$ cat src/rtl/instruction_fetch_unit.sv
// IF stage: owns the PC, fetches over a req/ready bus with wait states, and feeds IF/ID.
// States: S_IDLE | dead cycle after reset ; S_REQ | request on bus ; S_HOLD | fetched word parked while stalled
module instruction_fetch_unit #(
  parameter logic [31:0] PC_RESET = 32'h0000_0000,
  parameter logic [31:0] PC_INC   = 32'd4
) (
  input  logic        clk_i,
  input  logic        rst_n_i,
  input  logic        stall_i,
  input  logic        branch_taken_i,
  input  logic [31:0] branch_target_i,
  output logic        imem_req_o,
  output logic [31:0] imem_addr_o,
  input  logic        imem_ready_i,
  input  logic [31:0] imem_data_i,
  output logic [31:0] instruction_o,
  output logic [31:0] pc_result_o,
  output logic        valid_o
);

  typedef enum logic [1:0] {S_IDLE, S_REQ, S_HOLD} state_e;

  state_e      state_q, state_d;
  logic [31:0] pc_q, pc_d;
  logic [31:0] req_addr_q, req_addr_d;
  logic [31:0] hold_instr_q, hold_instr_d;
  logic [31:0] hold_pc_q, hold_pc_d;
  logic [31:0] instr_q, instr_d;
  logic [31:0] pc_result_q, pc_result_d;
  logic        valid_q, valid_d;
  logic        drop_q, drop_d;

  logic [31:0] target;
  logic [31:0] next_seq;

  assign target   = {branch_target_i[31:2], 2'b00};
  assign next_seq = req_addr_q + PC_INC;

  always_ff @(posedge clk_i or negedge rst_n_i) begin
    if (!rst_n_i) begin
      state_q      <= S_IDLE;
      pc_q         <= PC_RESET;
      req_addr_q   <= '0;
      hold_instr_q <= '0;
      hold_pc_q    <= '0;
      instr_q      <= '0;
      pc_result_q  <= '0;
      valid_q      <= 1'b0;
      drop_q       <= 1'b0;
    end else begin
      state_q      <= state_d;
      pc_q         <= pc_d;
      req_addr_q   <= req_addr_d;
      hold_instr_q <= hold_instr_d;
      hold_pc_q    <= hold_pc_d;
      instr_q      <= instr_d;
      pc_result_q  <= pc_result_d;
      valid_q      <= valid_d;
      drop_q       <= drop_d;
    end
  end

  always_comb begin
    state_d      = state_q;
    pc_d         = pc_q;
    req_addr_d   = req_addr_q;
    hold_instr_d = hold_instr_q;
    hold_pc_d    = hold_pc_q;
    instr_d      = instr_q;
    pc_result_d  = pc_result_q;
    valid_d      = valid_q;
    drop_d       = drop_q;

    if (branch_taken_i) begin
      pc_d    = target;
      valid_d = 1'b0;
      case (state_q)
        // An in-flight request cannot be withdrawn; mark its response for discard instead.
        S_REQ: begin
          if (imem_ready_i) begin
            req_addr_d = target;
            drop_d     = 1'b0;
          end else begin
            drop_d = 1'b1;
          end
        end
        default: begin
          req_addr_d = target;
          state_d    = S_REQ;
        end
      endcase
    end else begin
      case (state_q)
        S_IDLE: begin
          req_addr_d = pc_q;
          state_d    = S_REQ;
          if (!stall_i) valid_d = 1'b0;
        end
        S_REQ: begin
          if (!imem_ready_i) begin
            if (!stall_i) valid_d = 1'b0;
          end else if (drop_q) begin
            drop_d     = 1'b0;
            req_addr_d = pc_q;
            if (!stall_i) valid_d = 1'b0;
          end else if (!stall_i) begin
            instr_d     = imem_data_i;
            pc_result_d = next_seq;
            valid_d     = 1'b1;
            pc_d        = next_seq;
            req_addr_d  = next_seq;
          end else begin
            hold_instr_d = imem_data_i;
            hold_pc_d    = next_seq;
            pc_d         = next_seq;
            state_d      = S_HOLD;
          end
        end
        S_HOLD: begin
          if (!stall_i) begin
            instr_d     = hold_instr_q;
            pc_result_d = hold_pc_q;
            valid_d     = 1'b1;
            req_addr_d  = pc_q;
            state_d     = S_REQ;
          end
        end
        default: state_d = S_IDLE;
      endcase
    end
  end

  assign imem_req_o    = (state_q == S_REQ);
  assign imem_addr_o   = req_addr_q;
  assign instruction_o = instr_q;
  assign pc_result_o   = pc_result_q;
  assign valid_o       = valid_q;

endmodule

$ cat config.mk
export PLATFORM = sky130hd
export DESIGN_NAME = instruction_fetch_unit
export DESIGN_NICKNAME = d
export VERILOG_FILES = /design/src/rtl/instruction_fetch_unit.sv
export SDC_FILE = /design/constraint.sdc
export NUM_CORES = 1
export LEC_CHECK = 0
export CAP_MARGIN = 15
export CORE_MARGIN = 4
export CORE_UTILIZATION = 48
export DETAILED_ROUTE_END_ITERATION = 10
export MAX_ROUTING_LAYER = met4
export PLACE_DENSITY = 0.74
export SLEW_MARGIN = 20
export SYNTH_ARGS = -nofsm -noshare
export SYNTH_HDL_FRONTEND = slang
export SYNTH_SLANG_ARGS = --single-unit
$ cat constraint.sdc
create_clock -name clk_i -period 3.6 [get_ports clk_i]
set_input_delay 0.36 -clock clk_i [delete_from_list [all_inputs] [get_ports clk_i]]
set_output_delay 0.36 -clock clk_i [all_outputs]
set_load 0.02 [all_outputs]
**Word-level counts from Yosys, hierarchy flattened**

Index checks and enable logic that the tools add are counted.

- Register bits: 196
- Bits in latches: 0
- Memory bits (writable): 0
- Bits in read-only memories: 0
- Input port bits: 69
- Logic and storage cells: 73
- Memories: 0

- $add $sub $neg: 1
- Multipliers: 0
- Div/mod/pow operators: 0
- Magnitude comparators: 0
- Equality and inequality tests: 11
- Shifts and indexed selects: 0
- Muxes and demuxes: 39
- Bitwise logic cells: 2
- Reduce and logical (&&, ||, !) cells: 11

Operators by type and width:

| kind | number |
|---|---|
| 2-to-1 mux 32 bit | 18 |
| one-hot mux 32 bit (2 select lines) | 2 |
| one-hot mux 32 bit (3 select lines) | 1 |
| adder 32 x 3 -> 32 bit, second input constant | 1 |
| 2-to-1 mux 2 bit | 6 |
| != test 2 bit, second input constant | 6 |
| 2-to-1 mux 1 bit | 10 |
| AND reduction 5 bit | 2 |
| one-hot mux 2 bit (3 select lines) | 1 |
| AND reduction 6 bit | 1 |
| nonzero test 2 bit | 3 |
| != test 4 x 3 -> 1 bit, second input constant | 1 |
| AND reduction 4 bit | 1 |
| nonzero test 4 bit | 1 |
| != test 3 bit, second input constant | 1 |
| one-hot mux 1 bit (3 select lines) | 1 |
| AND reduction 3 bit | 1 |
| == test 2 x 1 -> 1 bit, second input constant | 1 |
| == test 2 bit, second input constant | 1 |
| zero test 2 bit | 1 |
| != test 2 x 1 -> 1 bit, second input constant | 1 |
| NOT 1 bit | 2 |
| AND reduction 2 bit | 1 |

**Logic depth before layout (Yosys ltp)**

- Depth in word-level cells: 6
- Gate-level depth with buffers: 10
- Gate-level depth less buffers: 7

**Least setup slack after synthesis**

OpenSTA, ideal clock, no wires.

- Path kind: register -> register
- Start point: reg state_q[1]
- End point: reg pc_result_q[28] (netlist: pc_result_o[28])
- Setup time: 0.087 ns
- Arrival time: 2.313 ns
- Required time: 3.513 ns
- Slack: 1.201 ns
- Cell stages (with the launch flop): 9
- Buffers on the path: 2
- Period minus slack after synthesis: 2.399 ns
- Cell sequence: dfrtp_1 inv_1 ha_1 buf_2 nand3b_1 a211oi_1 clkbuf_1 nand3_1 o211ai_1

- Cells in the longest elaborated chain, start to end: 3
- Elaborated cells between the ends (all ways): 9
- Classes of those cells: 6 x eq/ne; 1 x mux; 2 x reduce/logical

RTL lines:

| element | line | RTL |
|---|---|---|
| start, declared | 23 | `state_e state_q, state_d;` |
| start signal, assigned | 51 | `state_q <= state_d;` |
| == test 2 x 1 -> 1 bit (*) | -- |  |
| named net imem_req_o | 12 | `output logic imem_req_o,` |
| != test 2 bit (no source line) (tied with other cells) | -- |  |
| AND reduction 6 bit (no source line) | -- |  |
| end signal, assigned | 57 | `pc_result_q <= pc_result_d;` |
| end, declared | 29 | `logic [31:0] pc_result_q, pc_result_d;` |

The timed path passes the listed nets; every way through them passes the cells marked *.
A chain may end at the register's enable or synchronous reset.

**Final worst setup path**

- Start point: reg state_q[1]
- End point: reg hold_instr_q[20]

- Cells in the longest elaborated chain, start to end: 2

RTL lines:

| element | line | RTL |
|---|---|---|
| == test 2 x 1 -> 1 bit | 93 | `case (state_q)` |
| AND reduction 5 bit (no source line) | -- |  |
| end signal, assigned | 54 | `hold_instr_q <= hold_instr_d;` |
| end, declared | 26 | `logic [31:0] hold_instr_q, hold_instr_d;` |

Every way passes these cells.

==> metrics.cfg <==
[floorplanning]
boundaryPins = 167
rows = 51
fp.dieH_um = 149
die_area_um2 = 22100
start_util_pct = 48.7
dieWidth_um = 149
core_um2 = 19500

[clock_network]
cts_setup_buffers = 0
h-tree-depth = 4
post_cts_resized = 0
cts_root_buf = clkbuf_16
cts_buffers = 17
cts_hold_buf = 0
clk_pin_slew_ns = 0.07
cts_max_path_buffers = 2
cts_tree = done
clk_latency_ns = 0.43
cts.sinks = 196

[synthesis]
yosysWarnings = 0
async_reset_ff_share_pct = 100
ys_ff_latch = 196
synth_area_um2 = 9490
yosys-top-cells-area = dfrtp_1 (52%), o21ai_0 (7.6%), mux2_2 (4.7%)
synthCells = 975
syn_area_per_cell_um2 = 9.73
synth_nets = 1049
synth-edff-count = 0
synth_top_flop_cell = dfrtp_1
ys_types = 54
yosysTopAreaCell = dfrtp_1
yosysSeqAreaShare_pct = 51.7
synth.top_cell.area_share_pct = 51.7

[sta]
slew_headroom_pct = 30.4
finalMaxSlewViolations = 0
timing.setup.tns_ns = 0
setup_viol = 0
period_minus_slack_ns = 2.84
tightest_slew_ns = 1.04
timing.final.ws_setup_ns = 0.760
fmax_mhz = 352
rsz0062_at_grt = false
fin_skew_ns = 0.0108
period_share_pct = 78.9
hold_slack_ns = -0.0101
final_hold_viol_count = 6

[detailed_routing]
drt_iter0_drc = 733
routedWlPerCell_um = 18.7
wl_um = 25800
via_count = 8048
antenna_left = 0
drc = 0
viasPerCell = 5.82
firstDrtPassIters = 6

[placed_design]
routabilityCongestion = 0.888
postPlaceCellArea_um2 = 11400
io_buffers = 164
dpl_worst_slack_ns = 0.814
dpl.hpwl_um = 17700
place_inst = 1351

[layout]
synthToLayoutAreaGrowth_pct = 25.7
num_antenna_cells = 0
fin_nets = 1179
drive_gt1_share_pct = 9.75
ff_latch_area_um2 = 4900
finalNonFillerCells = 1383
layout_commonest_cell = dfrtp_1
multiInputGateArea_um2 = 4220
final_cell_mix = dfrtp_1 (196), clkdlybuf4s50_1 (162), o21ai_0 (144)
final.fill_count = 1677
stdcell_area_um2 = 11900

[grt]
globalRouteTotalUtil_pct = 24.5
grt_start_max_net_pins = 99
antenna_found_initial = 0
grt-ovfl-total = 0
grt_pass1_vias = 7776
grt_first_pass_wirelength_um = 41700

[job]
cap_violations = 0

[critical_path]
cp_data_required_time_ns = 3.91
start_kind = flop
endpoint_kind = flop
worst_ep_arrival_time_ns = 3.15
critPathMaxFanout = 24
crit_type = flop to flop

[pwr]
p_leak_uw = 0.00487
power_density_nw_per_um2 = 835
irDropWorstVdd_mv = 0.354

[outcome]
violations = negative hold slack
status = finished with violations

[hold_path]
hp-class = input port to async pin

registers in the layout, indices dropped and copies added (netlist names):
name and count:
drop_q 1, imem_addr_o 32, hold_pc_q 32, valid_o 1
hold_instr_q 32, state_q 2, pc_result_o 32, pc_q 32
instruction_o 32
report_power, final:
| part | switching, uW | internal (uW) |
|---|---|---|
| clock | 899 | 923 |
| sequential | 735 | 3110 |
| combinational | 2410 | 1880 |
path summary, 6_finish.rpt:
| kind | slack [ns] | end | cells after the start | startpoint |
|---|---|---|---|---|
| min in group clk_i | 0.34 | state_q[1] | 2 | branch_taken_i |
| max in group asynchronous | 2.81 | pc_result_o[20] | 2 | rst_n_i |
| worst max-delay path | 0.76 | hold_instr_q[20] | 7 | state_q[1] |
| worst max register to register | 0.76 | hold_instr_q[20] | 7 | state_q[1] |
| worst min register to register | 0.48 | hold_pc_q[26] | 2 | hold_pc_q[26] |
| worst min-delay path | -0.01 | instruction_o[3] | 1 | rst_n_i |
synthesized netlist by cell type (4+ instances only):
cell and number:
a211oi_1 4, a21boi_0 7, a21oi_1 34, a221oi_1 4, a222oi_1 5, a22o_1 10
a22oi_1 20, a31oi_1 10, and2_1 4, and3_1 6, buf_1 11, buf_2 4
buf_6 5, clkbuf_1 54, dfrtp_1 196, ha_1 5, inv_1 12, mux2_2 40
mux2i_1 36, nand2_1 120, nand2b_1 7, nand3_1 22, nand4_1 10, nor2_1 70
nor3_1 31, nor3b_1 6, nor4_1 11, o211ai_1 13, o21ai_0 144, o22ai_1 7
o31a_1 7, o31ai_1 9, xnor2_1 12, xor2_1 7
final cells by class:
class / count / share of cell area, %
Multi-Input combinational cell: 689 / 35.4
Sequential cell: 196 / 41.1
Clock inverter: 14 / 1.01
Clock buffer: 18 / 3.68
Inverter: 12 / 0.378
Tap cell: 265 / 2.78
Timing Repair Buffer: 189 / 15.6
logic make-up (layout without fill, tap and decap cells):
kind of cell               after synthesis  in the layout  share of synthesized area, %
muxes                                   76             76                          8.55
xor gates and xnor gates                19             19                          1.75
adders and majority gates                5              5                         0.659
AOI/OAI and AO/OA                      287            287                          18.5
DFF                                    196            196                          51.7
and+or+nand+nor                        302            302                          14.7
buffers and inverters                   90            233                          4.14
critical path, stage by stage (launching register included):
cell,delay (ns)
dfrtp_1,0.41
inv_1,0.15
ha_1,0.38
nand3b_1,0.14
nor2_1,0.65
nand2_4,0.35
buf_4,0.33
mux2_2,0.29
metrics by stage:
step	utilization [%]	total power, uW
2_1_floorplan	-	6260
3_3_place_gp	58.4	8010
3_5_place_dp	58.4	8150
4_1_cts	61.3	9990
5_1_grt	61.3	10600
6_report	61.3	9960
metal layers:
metal  global-route usage [%]  vias to the layer above  share of wire, %
met5                        -                        -                 0
met4                     8.18                        0               2.9
met3                     4.66                       46               7.5
met2                     35.7                      342                45
met1                     34.7                     3898                45
li1                         -                     3762                 -
(Power assumes the default switching activity.)
